==> src/rtl/ps2_rx_fifo.sv <==
// rtl/ps2_rx_fifo.sv - PS/2 receive deframer with scancode FIFO; optional partial-frame timeout under PS2_TIMEOUT_EN
module ps2_rx_fifo #(
  parameter int FIFO_DEPTH  = 8,
  parameter int SYNC_STAGES = 3,
  parameter int TIMEOUT_CYC = 50000
) (
  input  logic       clk,
  input  logic       clr,
  input  logic       ps2_clk,
  input  logic       ps2_data,
  input  logic       nextdata_n,
  output logic [7:0] data,
  output logic       ready,
  output logic       overflow,
  output logic       frame_err
);

  localparam int AW = $clog2(FIFO_DEPTH);
  localparam int CW = AW + 1;

  typedef enum logic [1:0] {
    S_IDLE  = 2'd0,
    S_RECV  = 2'd1,
    S_CHECK = 2'd2
  } state_t;

  // ---------------------------------------------------------------
  // Line synchronizers and falling-edge detect
  // ---------------------------------------------------------------
  logic [SYNC_STAGES-1:0] clk_sync_q;
  logic [SYNC_STAGES-1:0] data_sync_q;
  logic                   clk_prev_q;
  logic                   fall;
  logic                   bit_in;

  // Shift raw lines through the sync chains; idle-high reset avoids a false edge
  always_ff @(posedge clk) begin
    if (clr) begin
      clk_sync_q  <= '1;
      data_sync_q <= '1;
      clk_prev_q  <= 1'b1;
    end else begin
      clk_sync_q  <= {clk_sync_q[SYNC_STAGES-2:0], ps2_clk};
      data_sync_q <= {data_sync_q[SYNC_STAGES-2:0], ps2_data};
      clk_prev_q  <= clk_sync_q[SYNC_STAGES-1];
    end
  end

  assign fall   = clk_prev_q & ~clk_sync_q[SYNC_STAGES-1];
  assign bit_in = data_sync_q[SYNC_STAGES-1];

  // ---------------------------------------------------------------
  // Partial-frame timeout
  // ---------------------------------------------------------------
  state_t state_q, state_d;
  logic   timeout;

`ifdef PS2_TIMEOUT_EN
  localparam int TW = $clog2(TIMEOUT_CYC + 1);
  logic [TW-1:0] to_q, to_d;

  // Count idle cycles inside RECV; any ps2_clk falling edge restarts the count
  always_comb begin
    to_d = '0;
    if (state_q == S_RECV && !fall) begin
      to_d = to_q + 1'b1;
    end
  end

  assign timeout = (state_q == S_RECV) && !fall && (to_q == TW'(TIMEOUT_CYC - 1));

  // Timeout counter register
  always_ff @(posedge clk) begin
    if (clr) begin
      to_q <= '0;
    end else begin
      to_q <= to_d;
    end
  end
`else
  logic unused_timeout_cyc;
  assign unused_timeout_cyc = ^TIMEOUT_CYC;
  assign timeout            = 1'b0;
`endif

  // ---------------------------------------------------------------
  // Deframing FSM
  // ---------------------------------------------------------------
  logic [3:0] cnt_q, cnt_d;
  logic [7:0] shift_q, shift_d;
  logic       par_q, par_d;
  logic       stop_q, stop_d;
  logic       frame_good;

  // Next-state logic: collect start, 8 data bits LSB first, parity, stop; judge in CHECK
  always_comb begin
    state_d    = state_q;
    cnt_d      = cnt_q;
    shift_d    = shift_q;
    par_d      = par_q;
    stop_d     = stop_q;
    frame_good = 1'b0;
    frame_err  = 1'b0;
    case (state_q)
      S_IDLE: begin
        if (fall && !bit_in) begin
          cnt_d   = 4'd1;
          state_d = S_RECV;
        end
      end
      S_RECV: begin
        if (timeout) begin
          cnt_d   = 4'd0;
          state_d = S_IDLE;
        end else if (fall) begin
          if (cnt_q <= 4'd8) begin
            shift_d = {bit_in, shift_q[7:1]};
            cnt_d   = cnt_q + 4'd1;
          end else if (cnt_q == 4'd9) begin
            par_d = bit_in;
            cnt_d = cnt_q + 4'd1;
          end else begin
            stop_d  = bit_in;
            cnt_d   = 4'd0;
            state_d = S_CHECK;
          end
        end
      end
      S_CHECK: begin
        // Odd parity: data bits plus parity bit must contain an odd number of ones
        if ((^shift_q ^ par_q) && stop_q) begin
          frame_good = 1'b1;
        end else begin
          frame_err = 1'b1;
        end
        state_d = S_IDLE;
      end
      default: begin
        cnt_d   = 4'd0;
        state_d = S_IDLE;
      end
    endcase
  end

  // FSM and frame shift registers
  always_ff @(posedge clk) begin
    if (clr) begin
      state_q <= S_IDLE;
      cnt_q   <= 4'd0;
      shift_q <= 8'h00;
      par_q   <= 1'b0;
      stop_q  <= 1'b0;
    end else begin
      state_q <= state_d;
      cnt_q   <= cnt_d;
      shift_q <= shift_d;
      par_q   <= par_d;
      stop_q  <= stop_d;
    end
  end

  // ---------------------------------------------------------------
  // Scancode FIFO
  // ---------------------------------------------------------------
  logic [7:0]    mem_q [FIFO_DEPTH];
  logic [AW-1:0] wr_ptr_q, wr_ptr_d;
  logic [AW-1:0] rd_ptr_q, rd_ptr_d;
  logic [CW-1:0] fcnt_q, fcnt_d;
  logic [7:0]    last_q, last_d;
  logic          ovf_q, ovf_d;
  logic          full;
  logic          pop;
  logic          push;

  assign ready = (fcnt_q != '0);
  assign full  = (fcnt_q == CW'(FIFO_DEPTH));
  assign pop   = ready & ~nextdata_n;
  // A pop in the same cycle frees the slot, so a good frame still lands when full
  assign push  = frame_good & (~full | pop);

  // Pointer, occupancy, last-popped and sticky overflow next-state
  always_comb begin
    wr_ptr_d = wr_ptr_q;
    rd_ptr_d = rd_ptr_q;
    fcnt_d   = fcnt_q;
    last_d   = last_q;
    ovf_d    = ovf_q;
    if (push) begin
      wr_ptr_d = wr_ptr_q + 1'b1;
    end
    if (pop) begin
      rd_ptr_d = rd_ptr_q + 1'b1;
      last_d   = mem_q[rd_ptr_q];
    end
    if (push && !pop) begin
      fcnt_d = fcnt_q + 1'b1;
    end else if (pop && !push) begin
      fcnt_d = fcnt_q - 1'b1;
    end
    if (pop) begin
      ovf_d = 1'b0;
    end else if (frame_good && full) begin
      ovf_d = 1'b1;
    end
  end

  // FIFO control registers
  always_ff @(posedge clk) begin
    if (clr) begin
      wr_ptr_q <= '0;
      rd_ptr_q <= '0;
      fcnt_q   <= '0;
      last_q   <= 8'h00;
      ovf_q    <= 1'b0;
    end else begin
      wr_ptr_q <= wr_ptr_d;
      rd_ptr_q <= rd_ptr_d;
      fcnt_q   <= fcnt_d;
      last_q   <= last_d;
      ovf_q    <= ovf_d;
    end
  end

  // FIFO storage; contents are only observed while occupied, so no reset needed
  always_ff @(posedge clk) begin
    if (push) begin
      mem_q[wr_ptr_q] <= shift_q;
    end
  end

  assign data     = ready ? mem_q[rd_ptr_q] : last_q;
  assign overflow = ovf_q;

endmodule

==> config.mk <==
export PLATFORM = sky130hd
export DESIGN_NAME = ps2_rx_fifo
export DESIGN_NICKNAME = d
export VERILOG_FILES = /design/src/rtl/ps2_rx_fifo.sv
export SDC_FILE = /design/constraint.sdc
export NUM_CORES = 1
export LEC_CHECK = 0
export ABC_AREA = 1
export CAP_MARGIN = 20
export CORE_ASPECT_RATIO = 1.1
export CORE_UTILIZATION = 60
export DETAILED_ROUTE_END_ITERATION = 8
export HOLD_SLACK_MARGIN = 0.06
export PLACE_DENSITY_LB_ADDON = 0.12
export SETUP_SLACK_MARGIN = 0.3
export SLEW_MARGIN = 20
export SYNTH_ARGS = -nofsm -noshare
export SYNTH_HDL_FRONTEND = slang
export SYNTH_SLANG_ARGS = --single-unit
==> constraint.sdc <==
create_clock -name clk -period 3 [get_ports clk]
set_clock_uncertainty 0.1 [all_clocks]
set_input_delay 0.6 -clock clk [delete_from_list [all_inputs] [get_ports clk]]
set_output_delay 0.6 -clock clk [all_outputs]
set_load 0.01 [all_outputs]
==> results of run 1 <==
==> what timing repair did <==
item	CTS	global route
setup endpoints to repair	10	10
pin swaps	1	4
buffers inserted	0	4
hold buffers	0	0
resized for setup	31	21
hold endpoints to repair	0	0
==> power groups by stage <==
stage               Clock, W  Sequential [W]  Combinational, W
finish              0.000964         0.00174           0.00115
global route         0.00104         0.00176           0.00127
CTS                 0.000981         0.00174           0.00114
detailed placement         0         0.00177           0.00118
global placement           0         0.00177           0.00116
floorplan                  0         0.00176          0.000659
==> how the worst max path moves through the flow <==
stage / from / to / slack [ns] / cells after the start
3_3_place_gp: nextdata_n / fcnt_q[3] / 0.21 / 15
4_1_cts: register / data[1] / 0.03 / 6
6_report: register / data[1] / 0.11 / 6
5_1_grt: register / data[1] / 0.02 / 6
2_1_floorplan: shift_q[5] / fcnt_q[3] / 0.45 / 21
3_5_place_dp: shift_q[1] / fcnt_q[3] / 0.15 / 18
==> metal layers <==
metal / wire [µm] / vias to the layer above
li1: - / 1628
met1: 3900 / 1539
met2: 4830 / 37
met3: 239 / 15
met4: 191 / 0
met5: 0 / -
==> kinds of logic after synthesis <==
group | Yosys count | synth area share
compound gates | 98 | 0.121
flops | 109 | 0.608
fa+ha+maj | 9 | 0.0259
simple gates | 161 | 0.163
xor+xnor | 6 | 0.0129
buf+inv | 62 | 0.0523
mux | 8 | 0.0172
==> worst register-to-register path, stage by stage (launching register included) <==
cell     delay, ns
dfxtp_1       0.41
xor2_1        0.16
nand2_1       0.06
nand2_1       0.19
inv_1         0.09
nand2_2       0.09
nand4_4       0.09
nor2_4        0.16
ha_4          0.15
inv_1         0.07
ha_1          0.27
nand2_1       0.06
nand2_1       0.05
a21oi_2       0.13
nor2_1        0.05
nor2_1        0.09
nand2_1       0.08
o21ai_1       0.12
a21oi_1       0.05
==> registers in the layout, indices dropped and copies added, names as in the netlist, 4 cells and up, named ones only <==
| name | count |
|---|---|
| cnt_q | 4 |
| last_q | 8 |
| fcnt_q | 4 |
| shift_q | 8 |
| mem_q | 64 |
==> final cells by class <==
cell class / count / area (µm²) / area share
clock inverter: 7 / 97.6 / 0.0181
sequential: 109 / 2840 / 0.527
multi-input combinational: 282 / 1660 / 0.308
clock buffer: 9 / 124 / 0.0230
inverter: 46 / 173 / 0.0320
timing repair buffer: 41 / 367 / 0.0680
tap: 105 / 131 / 0.0244
==> placed cells by master (no fill, tap or decap), types with 3 or more instances in the layout <==
master	Yosys	routed
nor2_1	64	64
edfxtp_1	64	64
nand2_1	55	53
o21ai_0	60	49
inv_1	43	42
dfxtp_1	45	38
buf_4	1	22
a21oi_1	18	17
nand3_1	12	12
o21ai_1	0	10
clkbuf_8	0	9
o32ai_1	8	8
mux2i_1	8	8
ha_1	8	7
clkdlybuf4s50_1	0	7
o221ai_1	8	6
or2_2	6	6
nor2_2	5	5
dlygate4sd2_1	0	5
dfxtp_4	0	5
inv_2	3	4
nor2_4	4	4
nor3_1	3	3
xor2_1	3	3
nand2_2	1	3
nand4_1	3	3
==> metrics by stage <==
stage               power (W)  utilization
CTS                   0.00387        0.710
floorplan             0.00242            -
global placement      0.00293        0.674
global route          0.00407        0.722
detailed placement    0.00296        0.674
finish                0.00386        0.722
==> run metrics, run 1 <==
hold path depth=1; most numerous cell on the critical path=o21ai_1; Top Ports=16; worst flop-to-flop path startpoint=shift_q[2]; slew at the pin closest to its max-slew limit=approximately 0.56 ns; Inserted Clock Buffers=9; final worst path period need=a little under 3 ns; DRT Wirelength=approximately 9000 µm; Switching Share=0.314; Final setup viols=0; Starting Density=0.621; Die Y=around 94 µm; Final Worst Setup Slack=0.107 ns; WL/cell=~15 µm; cell area after layout=0.00540 mm²; placed instance area=between 0.005 and 0.006 mm²; top cell type's share of synthesized area=0.414; switching power=between 0.001 and 0.0015 W; WHS Endpoint=data_sync_q[2]; CTS tree=done; Critical Path Start Type=register; width of the chip=approximately 86 µm; port bufs=15; routability cong.=0.734; power share of the combinational group=0.298; CP Max Fanout=20; via/cell ratio=5.37; total core area=0.00747 mm²; warnings from Yosys=0; R2R cell count=18; total track usage=0.245; total number of vias=around 3200; f_max=between 0.3 and 0.4 GHz; sequential element share of the synthesized area=0.608; GR Util met3=0.0395; synthesized flop and latch total=109; Post-Place Setup Slack=0.152 ns; clk sinks=about 110; Fin Setup TNS=0 ns; H-tree depth=3; CP delay by family, top=buffers and inverters; Final nets=about 500; Iter 0 DRT Violations=between 150 and 200; Power Density=slightly above 700 mW/mm²; Worst Min Path Start=data_sync_q[1]; final slew viol count=0; clock network power share=0.250; Synth Net Count=about 470; clock latency at the later pin of the worst-skew pair=between 0.3 and 0.4 ns; placed instance count=579; outcome=finished, final reports clean; Crit path buffers/inverters=2; area grow syn2layout=16.2%; crit-path max cell delay=approximately 0.55 ns; vias in the first global route=3226; Clk pin slew, worst setup/hold paths=~0.10 ns; hpwl dp=6160 µm; number of max-cap violations=0; n_diodes=0; ratio of cells with drive above 1 in the final layout=0.172; Lkg Pwr=between 1.5 and 2 nW; Bufs on Longest Clock Path=2; Cells after Synth=roughly 450; Netlist cell types=36; DRC errors left=0; post-route insts no fill=599; Internal=0.00265 W; Hold Vio Cnt, Final=0; global routing's busiest layer=met2; row count=33; mean area per synthesized cell=approximately 10 µm²; R2R setup slack=0.42 ns; met2 usage=0.446; antenna-violating nets left=0; Hold WC Path Type=register to register; Rel. slew slack=0.627; pin count of the biggest net entering global routing=33; area leader, netlist=edfxtp_1; sequential cell fraction of total power=0.452; root cell of the clock tree=clkbuf_8; Worst setup EP type=output port; WHS=about 0.32 ns; synthesized area=0.00464 mm²; GR Overflow Total=0; VDD IR max=around 0.63 mV; die area=slightly above 0.008 mm²; ranking of synthesized cells by area=edfxtp_1 41%, dfxtp_1 19%, o21ai_0 6.5%; RSZ-0062 raised after global routing=yes; critical setup path kind=register to output port; met1 global-route usage=0.280; CP cell instances=buf_8 > o21ai_0 > o221ai_1 > o21ai_1 > o21ai_1 > clkdlybuf4s50_1; ratio of final minimum period to clock period=0.964; initial antenna violation count=0; reg2reg end=fcnt_q[3]; WP data arrival=roughly 2.2 ns; slowest CP cell=clkdlybuf4s50_1; Post-synth EDFFs=64; Post-synth top cells=64 x edfxtp_1, 64 x nor2_1, 60 x o21ai_0; fillers=between 500 and 600; ys async rst share=0; first-pass GRT wire length=~15000 µm; Post-synth top flop=edfxtp_1; DR pass1 iterations=4; Critical Path RT=about 2.3 ns
Power figures use the tool's default switching activity.
==> run 2, diff against run 1 <==
--- a/config.mk
+++ b/config.mk
@@ -8,6 +8,7 @@
 export ABC_AREA = 1
 export CAP_MARGIN = 20
 export CORE_ASPECT_RATIO = 1.1
+export CORE_MARGIN = 2
 export CORE_UTILIZATION = 60
 export DETAILED_ROUTE_END_ITERATION = 8
 export HOLD_SLACK_MARGIN = 0.06
==> run 2 against run 1 <==
Against the previous run:
- sequential share of layout area fell by 0.29 points
- cell count stayed put
- largest cell class unchanged
- combinational power increased by 3%
- power increased by 2.2%
- global-route usage decreased by 1.3 points
==> run metrics, run 2 (synthesized netlist as in run 1, its figures left out) <==
outcome=finished, final reports clean; Critical Path Start Type=register; Hold Vio Cnt, Final=0; R2R cell count=20; power share of the combinational group=0.303; most frequent cells in the layout=64 x edfxtp_1, 63 x nor2_1, 52 x nand2_1; worst flop-to-flop path startpoint=shift_q[7]; VDD IR max=about 0.76 mV; Inserted Clock Buffers=9; Die Y=a little under 100 µm; FF/Latch Area=roughly 0.0029 mm²; Rel. slew slack=0.639; first-pass GRT wire length=about 15000 µm; CP Max Fanout=16; reg2reg end=fcnt_q[3]; Post-Route Utilization=0.727; Crit. path cell count=7; H-tree depth=3; Clk pin slew, worst setup/hold paths=approximately 0.10 ns; slew at the pin closest to its max-slew limit=roughly 0.54 ns; GR Util met3=0.0369; Fin Setup TNS=0 ns; Hold Buf Count CTS=0; width of the chip=between 80 and 90 µm; DRT Wirelength=9200 µm; Crit path buffers/inverters=3; Lkg Pwr=around 2 nW; met2 usage=0.424; ratio of final minimum period to clock period=0.946; ratio of cells with drive above 1 in the final layout=0.188; Switching Share=0.315; sequential cell fraction of total power=0.446; slowest CP cell=clkdlybuf4s50_1; pin count of the biggest net entering global routing=33; Worst setup EP type=output port; WHS Endpoint=data_sync_q[1]; DRC errors left=0; hold path depth=1; clock latency at the later pin of the worst-skew pair=0.37 ns; CP delay by family, top=buffers and inverters; Hold WC Path Type=register to register; port bufs=15; antenna-violating nets left=0; routability cong.=approximately 0.82; total core area=~0.0075 mm²; via/cell ratio=between 5 and 6; R2R setup slack=0.47 ns; WL/cell=15.4 µm; vias in the first global route=3159; total power=0.00394 W; area of the multi-input gates=0.00168 mm²; Critical Path RT=between 2 and 2.5 ns; area grow syn2layout=17.1%; Power Density=just over 700 mW/mm²; switching power=0.00124 W; hpwl dp=~6300 µm; max reg flops=64; total number of vias=3291; final slew viol count=0; Internal=between 0.002 and 0.003 W; final worst path period need=2.84 ns; Bufs on Longest Clock Path=2; Top Ports=16; row count=33; Iter 0 DRT Violations=between 150 and 200; total track usage=0.232; global routing's busiest layer=met2; clk sinks=between 100 and 150; top flop regs=mem_q x64, last_q x8, shift_q x8; n_diodes=0; CTS tree=done; fillers=roughly 530; crit-path max cell delay=roughly 0.55 ns; die area=roughly 0.0085 mm²; clock network power share=0.251; f_max=0.352 GHz; WP data arrival=about 2.1 ns; GR Overflow Total=0; commonest non-fill, non-tap cell in the layout=edfxtp_1; CP cell instances=inv_1 > buf_6 > nor2_1 > o32ai_2 > o21ai_2 > o21ai_0 > clkdlybuf4s50_1; Final nets=between 500 and 600; DR pass1 iterations=4; Most flops, register=mem_q; RSZ-0062 raised after global routing=yes; Starting Density=0.621; root cell of the clock tree=clkbuf_8; Final setup viols=0; initial antenna violation count=0; Worst Min Path Start=data_sync_q[0]; met1 global-route usage=0.271; number of max-cap violations=0; critical setup path kind=register to output port
run 2: final cells by class:
class | count | share of cell area
flip-flops and latches | 109 | 0.524
multi-input cells | 282 | 0.308
repair buffers | 41 | 0.0707
inverters | 46 | 0.0322
well taps | 105 | 0.0242
clock buffers | 9 | 0.0228
clock inverters | 7 | 0.0177
run 2: metrics by stage:
| step | setup slack (ns) | hold slack (ns) | instance area, µm² | cells |
|---|---|---|---|---|
| 2_1_floorplan | 0.454 | 0.289 | 4640 | 453 |
| 3_3_place_gp | 0.283 | 0.291 | 5060 | 581 |
| 3_5_place_dp | 0.186 | 0.300 | 5060 | 581 |
| 4_1_cts | 0.0338 | 0.327 | 5300 | 597 |
| 5_1_grt | 0.0370 | 0.340 | 5440 | 599 |
| 6_report | 0.162 | 0.321 | 5440 | 599 |
run 2: repair_timing:
action	CTS	global route
setup endpoints to repair	10	10
endpoints found under the hold margin	0	0
setup buffers	0	2
pin swaps	2	15
gates resized for setup	20	36
run 2: worst max path at each step:
stage	slack (ns)	startpoint	to
after CTS	0.03	register	data[2]
after floorplan	0.45	shift_q[5]	fcnt_q[3]
after detailed placement	0.19	shift_q[0]	fcnt_q[3]
final	0.16	register	data[6]
after global routing	0.04	register	data[6]
after global placement	0.28	nextdata_n	fcnt_q[3]
run 2: power by group through the flow:
stage	Clock [W]	Sequential, W	Combinational, W
global route	0.00105	0.00177	0.00130
floorplan	0	0.00176	0.000659
CTS	0.000998	0.00176	0.00117
finish	0.000989	0.00176	0.00119
detailed placement	0	0.00179	0.00118
global placement	0	0.00178	0.00116
run 2: per-layer routing:
metal  wire [µm]  share of wire  vias up
met3         208          0.023       14
met1        3900           0.42     1603
li1            -              -     1629
met4         164          0.018        0
met5           0              0        -
met2        4930           0.54       45
==> run 3, diff against run 2 <==
==> constraint.sdc (replaced) <==
create_clock -name clk -period 3 [get_ports clk]
set_clock_uncertainty 0.1 [all_clocks]
set_input_delay 0.9 -clock clk [delete_from_list [all_inputs] [get_ports clk]]
set_output_delay 0.9 -clock clk [all_outputs]
set_load 0.01 [all_outputs]
==> run 3 against run 2 <==
Against the previous run:
- critical path depth fell by 1
- sequential power barely moved
- global-route usage rose by 1.8 points
- core utilization rose by 4.0 points
- cell count rose by 2.8%
- combinational power rose by 17%
- wire length rose by 10%
- fmax rose by 4.4%
- power rose by 1.2%
- count of clock-buffer cells in the layout rose by 1
==> run metrics, run 3 (synthesized netlist as in run 1, its figures left out) <==
hold path depth=1; cell area after layout=around 0.0057 mm²; CP Max Fanout=11; f_max=around 0.37 GHz; post-route insts no fill=between 600 and 700; slew at the pin closest to its max-slew limit=just under 0.5 ns; ratio of cells with drive above 1 in the final layout=0.288; initial antenna violation count=0; R2R cell count=19; Clk pin slew, worst setup/hold paths=roughly 0.1 ns; ratio of final minimum period to clock period=0.906; Die Y=96.3 µm; pin count of the biggest net entering global routing=19; clock latency at the later pin of the worst-skew pair=between 0.3 and 0.4 ns; Critical Path RT=approximately 2.0 ns; reg2reg end=fcnt_q[3]; total core area=about 0.0075 mm²; width of the chip=87.9 µm; RSZ-0062 raised after global routing=yes; hpwl dp=approximately 6200 µm; WP data arrival=between 1.5 and 2 ns; via/cell ratio=5.60; n_diodes=0; Starting Density=0.621; max reg flops=between 60 and 70; placed instance area=approximately 0.0051 mm²; most frequent cells in the layout=64 x edfxtp_1, 58 x nor2_1, 50 x nand2_1; Hold Vio Cnt, Final=0; row count=33; Top Ports=16; area grow syn2layout=23.5%; VDD IR max=roughly 0.64 mV; CTS tree=done; Final setup viols=0; Worst Min Path Start=data_sync_q[1]; R2R setup slack=around 0.4 ns; outcome=finished, final reports clean; WHS Endpoint=data_sync_q[2]; antenna-violating nets left=0; first-pass GRT wire length=between 15000 and 20000 µm; GR Overflow Total=0; Lkg Pwr=between 2 and 2.5 nW; total track usage=0.250; number of max-cap violations=0; final worst path period need=2.72 ns; Bufs on Longest Clock Path=2; commonest non-fill, non-tap cell in the layout=edfxtp_1; H-tree depth=3; critical setup path kind=register to output port; WHS=between 0.3 and 0.4 ns; WL/cell=approximately 16 µm; Worst setup EP type=output port; DRC errors left=0; Rel. slew slack=0.680; Final nets=520; root cell of the clock tree=clkbuf_8; clk sinks=about 110; placed instance count=around 590; die area=around 0.0085 mm²; Critical Path Start Type=register; worst flop-to-flop path startpoint=shift_q[7]; Power Density=between 600 and 700 mW/mm²; Hold WC Path Type=register to register; Inserted Clock Buffers=9; final slew viol count=0; total number of vias=roughly 3400; Final Worst Setup Slack=about 0.28 ns; Post-Place Setup Slack=-0.0587 ns; port bufs=15; vias in the first global route=about 3200; DR pass1 iterations=5; top flop regs=mem_q x64, last_q x8, shift_q x8; routability cong.=0.770; Most flops, register=mem_q; DRT Wirelength=10200 µm; Iter 0 DRT Violations=approximately 240
## run 3: cell types whose count changed in the layout (fill, tap and decap cells not counted), sizes merged
| cell | change |
|---|---|
| buf | +25 |
| clkbuf | +2 |
| bufinv | -2 |
| clkdlybuf4s15 | -1 |
| dlymetal6s2s | -4 |
| clkinv | +1 |
| dlygate4sd2 | -2 |
| clkdlybuf4s50 | -2 |
## run 3: layer usage
layer,routed length [µm],GRT usage,up-vias
met2,5660,0.461,72
met1,4090,0.291,1682
met4,138,0.100,0
met3,275,0.0343,12
met5,0,0,-
li1,-,-,1681
## run 3: worst max path at each step
stage,start,to,depth (start not counted)
3_3_place_gp,nextdata_n,fcnt_q[3],15
4_1_cts,register,data[0],6
2_1_floorplan,nextdata_n,fcnt_q[3],14
6_report,register,data[5],6
3_5_place_dp,nextdata_n,fcnt_q[3],15
5_1_grt,register,data[5],6
## run 3: area by class of cell
type / count / area, µm²
sequential: 109 / 2850
multi-input combinational: 282 / 1870
fill: 483 / 1740
timing repair buffer: 58 / 527
inverter: 46 / 178
clock buffer: 10 / 138
tap: 105 / 131
clock inverter: 6 / 45.0
## run 3: worst max-delay path, cell delays in order, from the launching register on
cell     delay [ns]
dfxtp_4        0.40
buf_8          0.16
o21ai_0        0.24
o32ai_2        0.11
o21ai_1        0.22
o21ai_1        0.08
buf_2          0.14
## run 3: through the flow
stage	total power [W]	util	setup TNS, ns
detailed placement	0.00299	0.685	-0.0587
floorplan	0.00242	-	0
CTS	0.00387	0.741	0
finish	0.00399	0.768	0
global route	0.00417	0.768	0
global placement	0.00295	0.685	0
## run 3: timing repair
action	4_1_cts	5_1_grt
pin swaps	15	13
hold buffers	0	0
buffers inserted	6	2
gates cloned	2	1
gates resized for setup	101	43
setup endpoints to repair	10	13
## run 3: where the power goes
part           internal (W)  total (W)  switching (W)
Sequential          0.00167    0.00177      0.0000971
Clock              0.000331   0.000827       0.000496
Combinational      0.000643    0.00139       0.000749
Total               0.00264    0.00399        0.00134
